`config.mk`:
```
export PLATFORM = sky130hd
export DESIGN_NAME = hpdcache_mem_req_id_tracker
export DESIGN_NICKNAME = d
export VERILOG_FILES = /design/src/rtl/hpdcache_mem_req_id_tracker.sv
export SDC_FILE = /design/constraint.sdc
export NUM_CORES = 1
export LEC_CHECK = 0
export CORE_ASPECT_RATIO = 1.25
export CORE_UTILIZATION = 47
export DETAILED_ROUTE_END_ITERATION = 6
export PLACE_DENSITY = 0.79
export RECOVER_POWER = 25
export REMOVE_ABC_BUFFERS = 1
export SLEW_MARGIN = 20
export SYNTH_ARGS = -nofsm -noshare
export SYNTH_HDL_FRONTEND = slang
export SYNTH_SLANG_ARGS = --single-unit
```
`constraint.sdc`:
```
create_clock -name clk_i -period 5.8 [get_ports clk_i]
set_input_delay 1.74 -clock clk_i [delete_from_list [all_inputs] [get_ports clk_i]]
set_output_delay 1.74 -clock clk_i [all_outputs]
set_load 0.01 [all_outputs]
```
`src/rtl/hpdcache_mem_req_id_tracker.sv`:
```
// hpdcache_mem_req_id_tracker: tags memory reads with free-FIFO IDs and returns responses with their recorded metadata
module hpdcache_mem_req_id_tracker #(
  parameter int NIDS = 8,
  parameter int ADDR_WIDTH = 40,
  parameter int META_WIDTH = 16,
  parameter int DATA_WIDTH = 64,
  localparam int IDW = $clog2(NIDS),
  localparam int CW = $clog2(NIDS + 1)
) (
  input  logic                  clk_i,
  input  logic                  rst_i,
  input  logic                  core_req_valid_i,
  output logic                  core_req_ready_o,
  input  logic [ADDR_WIDTH-1:0] core_req_addr_i,
  input  logic [META_WIDTH-1:0] core_req_meta_i,
  output logic                  mem_req_valid_o,
  input  logic                  mem_req_ready_i,
  output logic [ADDR_WIDTH-1:0] mem_req_addr_o,
  output logic [IDW-1:0]        mem_req_id_o,
  input  logic                  free_rok_i,
  output logic                  free_r_o,
  input  logic [IDW-1:0]        free_id_i,
  input  logic                  free_wok_i,
  output logic                  free_w_o,
  output logic [IDW-1:0]        free_id_o,
  input  logic                  mem_resp_valid_i,
  output logic                  mem_resp_ready_o,
  input  logic [IDW-1:0]        mem_resp_id_i,
  input  logic [DATA_WIDTH-1:0] mem_resp_data_i,
  output logic                  core_resp_valid_o,
  input  logic                  core_resp_ready_i,
  output logic [META_WIDTH-1:0] core_resp_meta_o,
  output logic [DATA_WIDTH-1:0] core_resp_data_o,
  output logic [CW-1:0]         outstanding_o,
  output logic                  err_o
);
  logic [NIDS-1:0] pending_q, pending_d;
  logic [META_WIDTH-1:0] meta_q [NIDS];
  logic [META_WIDTH-1:0] meta_d [NIDS];
  logic mem_req_valid_q, mem_req_valid_d;
  logic [ADDR_WIDTH-1:0] mem_req_addr_q, mem_req_addr_d;
  logic [IDW-1:0] mem_req_id_q, mem_req_id_d;
  logic core_resp_valid_q, core_resp_valid_d;
  logic [META_WIDTH-1:0] core_resp_meta_q, core_resp_meta_d;
  logic [DATA_WIDTH-1:0] core_resp_data_q, core_resp_data_d;
  logic [CW-1:0] cnt_q, cnt_d;
  logic err_q, err_d;
  logic req_acc, resp_acc, rel;

  assign core_req_ready_o  = free_rok_i & (~mem_req_valid_q | mem_req_ready_i);
  assign mem_resp_ready_o  = (~core_resp_valid_q | core_resp_ready_i) & free_wok_i;
  assign req_acc           = core_req_valid_i & core_req_ready_o;
  assign resp_acc          = mem_resp_valid_i & mem_resp_ready_o;
  assign rel               = resp_acc & pending_q[mem_resp_id_i];
  assign free_r_o          = req_acc;
  assign free_w_o          = rel;
  assign free_id_o         = mem_resp_id_i;
  assign mem_req_valid_o   = mem_req_valid_q;
  assign mem_req_addr_o    = mem_req_addr_q;
  assign mem_req_id_o      = mem_req_id_q;
  assign core_resp_valid_o = core_resp_valid_q;
  assign core_resp_meta_o  = core_resp_meta_q;
  assign core_resp_data_o  = core_resp_data_q;
  assign outstanding_o     = cnt_q;
  assign err_o             = err_q;

  // a released ID cannot be at the FIFO head this cycle, so set and clear never collide
  always_comb begin
    pending_d = pending_q;
    meta_d = meta_q;
    if (req_acc) begin
      pending_d[free_id_i] = 1'b1;
      meta_d[free_id_i] = core_req_meta_i;
    end
    if (rel) pending_d[mem_resp_id_i] = 1'b0;
    mem_req_valid_d   = req_acc | (mem_req_valid_q & ~mem_req_ready_i);
    mem_req_addr_d    = req_acc ? core_req_addr_i : mem_req_addr_q;
    mem_req_id_d      = req_acc ? free_id_i : mem_req_id_q;
    core_resp_valid_d = rel | (core_resp_valid_q & ~core_resp_ready_i);
    core_resp_meta_d  = rel ? meta_q[mem_resp_id_i] : core_resp_meta_q;
    core_resp_data_d  = rel ? mem_resp_data_i : core_resp_data_q;
    cnt_d             = cnt_q + CW'(req_acc) - CW'(rel);
    err_d             = err_q | (resp_acc & ~pending_q[mem_resp_id_i]);
  end

  always_ff @(posedge clk_i) begin
    if (rst_i) begin
      pending_q         <= '0;
      mem_req_valid_q   <= 1'b0;
      core_resp_valid_q <= 1'b0;
      cnt_q             <= '0;
      err_q             <= 1'b0;
    end else begin
      pending_q         <= pending_d;
      mem_req_valid_q   <= mem_req_valid_d;
      core_resp_valid_q <= core_resp_valid_d;
      cnt_q             <= cnt_d;
      err_q             <= err_d;
    end
  end

  // payloads are qualified by their valid flags and need no reset
  always_ff @(posedge clk_i) begin
    meta_q           <= meta_d;
    mem_req_addr_q   <= mem_req_addr_d;
    mem_req_id_q     <= mem_req_id_d;
    core_resp_meta_q <= core_resp_meta_d;
    core_resp_data_q <= core_resp_data_d;
  end
endmodule

```
==> Implementation_results.wiki, run 1 <==
{| class="wikitable"
! Metric !! Value
|-
| Run status || finished, final reports clean
|-
| Num CTS Buffers || 25
|-
| Number of enable-type register cells in the synthesized netlist || about 250
|-
| RSZ-0062 raised after global routing || no
|-
| Antenna viol nets, final || 0
|-
| Final period util || a little over nine tenths
|-
| Setup slack, reg-to-reg || 2.96 ns
|-
| Level count of the clock H-tree || 1
|-
| Cell Area, Synth || roughly 9500 µm²
|-
| Post-cts sizing count || 0
|-
| Top fanout value on the critical path || 7
|-
| Via/cell ratio || 5.229
|-
| # port buffers || 270
|-
| Hold path depth || 2
|-
| Hold EP || err_o
|-
| Post-Route WL || 22720 µm
|-
| Hold bufs inserted after CTS || 0
|-
| Clk sink count || 266
|-
| Final hold viol count || 0
|-
| Via count of the first global-routing pass || 5717
|-
| Max Root-Sink Buffers || 3
|-
| Die W || around 130 µm
|-
| Most common library cell in the layout ignoring fill and taps || sky130_fd_sc_hd__edfxtp_1
|-
| I/O pin count || 271
|-
| Final clock skew || 0.01536 ns
|-
| FF+latch count, synth || 266
|-
| Placeable Area || ~20000 µm²
|-
| First element of the critical path || mem_resp_id_i[0]
|-
| Final setup violating endpoints || 0
|-
| Clock network latency to the later pin of the worst-skew pair || 0.52 ns
|-
| Total number of vias || 5443
|-
| Power per unit of standard cell area || 299.8 nW/µm²
|-
| Number of antenna violations at the first check in global routing || 5
|-
| Die Footprint || 20710 µm²
|-
| Maximum clock frequency || 0.1801 GHz
|-
| Buffers inserted during post-CTS setup optimization || 0
|-
| Placed instance area || 12540 µm²
|-
| Gr ovfl total || 0
|-
| Start-to-end type of the worst setup path || input port to primary output
|-
| Period minus WS final || 5.551 ns
|-
| Worst-path clk slew || 0.06 ns
|-
| Area growth from synthesis to layout || 41.04%
|-
| Number of pins with negative max-slew slack in the final report || 0
|-
| Die span in y || 160.6 µm
|-
| Detailed placement HPWL || about 15000 µm
|-
| Drt pass-1 iters || 4
|-
| Number of cell instances on the worst register-to-register path || 10
|-
| Launching point of the worst reg2reg path || pending_q[1]
|-
| Required time worst endpoint || 4.06 ns
|-
| R2R Path End || outstanding_o[3]
|-
| Initial standard-cell utilization of the core || 48.25%
|-
| Ratio of cells with drive above 1 in the final layout || 11.92%
|-
| Unique masters post-synth || 50
|-
| Top post-synthesis cells by area || sky130_fd_sc_hd__edfxtp_1 (80%), sky130_fd_sc_hd__mux4_2 (4.8%), sky130_fd_sc_hd__dfxtp_1 (3.2%)
|-
| Synth Warn # || 0
|-
| Leakage component of the power || 4.488 nW
|-
| Tightest slew margin relative to the limit || between 40% and 50%
|-
| Data arrival at the endpoint of the critical path || approximately 3.8 ns
|-
| Cell row count || 57
|-
| Maximum vdd ir drop || 195.9 µV
|-
| Post-Route Utilization || 68.05%
|-
| Clock root buffer || sky130_fd_sc_hd__clkbuf_16
|-
| Startpoint of the lowest-slack hold path || err_o
|-
| CTS tree || yes
|-
| Final Cell Area || 13350 µm²
|-
| DRT iter0 DRCs || 418
|-
| Final Net Count || 894
|-
| Number of design rule violations left after detail routing || 0
|-
| Synth area leader || sky130_fd_sc_hd__edfxtp_1
|-
| Worst hold slack across all endpoints || 0.4476 ns
|-
| Share of the synthesized area in the top cell type || between 70 and 80%
|-
| Sequential share of the synthesized area || 82.82%
|-
| Path class of the lowest-slack min-delay path || flip-flop to flip-flop
|-
| Routed WL per cell || 21.83 µm
|-
| Most frequent cells in the layout || sky130_fd_sc_hd__edfxtp_1 (251), sky130_fd_sc_hd__clkdlybuf4s50_1 (154), sky130_fd_sc_hd__dlygate4sd3_1 (115), sky130_fd_sc_hd__nand2_1 (33), sky130_fd_sc_hd__clkbuf_16 (25)
|-
| Total global-route track usage || 22.24%
|-
| Total Neg Setup Slack || 0 ns
|-
| Syn avg cell area || roughly 20 µm²
|-
| Final Total Pwr || 0.004002 W
|-
| Least-Margin Pin Slew || about 0.83 ns
|-
| CP startpoint kind || input port
|-
| Global-route wire length before repair || about 34000 µm
|-
| Proportion of synthesized flip-flops having asynchronous set or reset || 0%
|-
| Pin count of the biggest net entering global routing || 93
|-
| GP Congestion || around 0.81
|-
| Post-Synthesis Cells || 464
|-
| Nature of the critical path endpoint || primary output
|-
| Flip-flop cell with the highest count after synthesis || sky130_fd_sc_hd__edfxtp_1
|-
| Maximum capacitance violations || 0
|}
## metrics by stage
stage          setup WS [ns]  std cells
2_1_floorplan        -0.4832        445
3_3_place_gp          0.2957        994
3_5_place_dp          0.2630        994
4_1_cts               0.2437       1037
5_1_grt               0.1760       1040
6_report              0.2490       1041
## area by class of cell
cell class / instances / area, µm²
clock inverters: 12 / 137.6
flip-flops and latches: 266 / 7838
diodes: 4 / 10.01
multi-input cells: 171 / 1535
well taps: 265 / 331.6
inverters: 8 / 30.03
repair buffers: 284 / 2806
clock buffers: 31 / 658.1
fillers: 1245 / 6266
## worst max-delay path by stage
stage               endpoint  slack (ns)  cells after the start
floorplan           free_w_o       -0.48                      3
global placement    free_w_o        0.30                      5
detailed placement  free_w_o        0.26                      5
CTS                 free_w_o        0.24                      5
global route        free_w_o        0.18                      5
finish              free_w_o        0.25                      5
## power by group
group | leakage [nW] | switching, W | internal (W)
Clock | 0.389 | 0.000656 | 0.000935
Combinational | 1.70 | 0.000119 | 0.000142
Sequential | 2.40 | 0.0000122 | 0.00214
Total | 4.49 | 0.000787 | 0.00321
## registers in the layout, indices dropped and copies added, names as in the netlist
signal / cells
meta_q: 128
core_resp_data_o: 64
mem_req_addr_o: 40
core_resp_meta_o: 16
pending_q: 8
outstanding_o: 4
mem_req_id_o: 3
core_resp_valid_o: 1
err_o: 1
mem_req_valid_o: 1
## kinds of logic after synthesis
group | synth area share [%]
AOI/OAI and AO/OA | 3.649
adders and majority gates | 0.6083
DFF | 82.82
muxes | 6.399
and+or+nand+nor | 4.495
xor gates and xnor gates | 0.3703
buffers and inverters | 1.653
## synthesized netlist by cell type (3+ instances only)
cell,count
sky130_fd_sc_hd__mux2_1,3
sky130_fd_sc_hd__a21oi_1,6
sky130_fd_sc_hd__clkbuf_1,3
sky130_fd_sc_hd__nand3_1,3
sky130_fd_sc_hd__nor2_1,17
sky130_fd_sc_hd__dfxtp_1,15
sky130_fd_sc_hd__buf_2,8
sky130_fd_sc_hd__a221oi_1,8
sky130_fd_sc_hd__mux2_2,5
sky130_fd_sc_hd__ha_1,3
sky130_fd_sc_hd__inv_1,6
sky130_fd_sc_hd__nor4_1,4
sky130_fd_sc_hd__nor4b_1,4
sky130_fd_sc_hd__a22oi_1,4
sky130_fd_sc_hd__buf_6,4
sky130_fd_sc_hd__edfxtp_1,251
sky130_fd_sc_hd__mux2i_1,5
sky130_fd_sc_hd__nor2b_1,7
sky130_fd_sc_hd__xor2_1,3
sky130_fd_sc_hd__a311oi_1,7
sky130_fd_sc_hd__nand2b_1,5
sky130_fd_sc_hd__mux4_2,20
sky130_fd_sc_hd__nand2_1,33
sky130_fd_sc_hd__o22ai_1,3
sky130_fd_sc_hd__buf_4,4
## layer usage
metal	track usage (%)	part of all wire, %	wire length, µm
met1	24.68	35	7993
met2	40.74	54	12170
met3	4.930	8.0	1817
met4	9.037	3.2	735
met5	0	0	0
## worst max-delay path: stages
cell,delay [ns]
sky130_fd_sc_hd__clkdlybuf4s50_1,0.77
sky130_fd_sc_hd__mux2_4,0.35
sky130_fd_sc_hd__a2bb2oi_1,0.27
sky130_fd_sc_hd__o211ai_4,0.11
sky130_fd_sc_hd__clkdlybuf4s50_1,0.57
(Power assumes the default switching activity.)
==> inputs of run 2 (changes only) <==
- ABC_CLOCK_PERIOD_IN_PS: default -> 5800
==> results of run 2 <==
Final layout, timing and power as in run 1 (identical DEF).
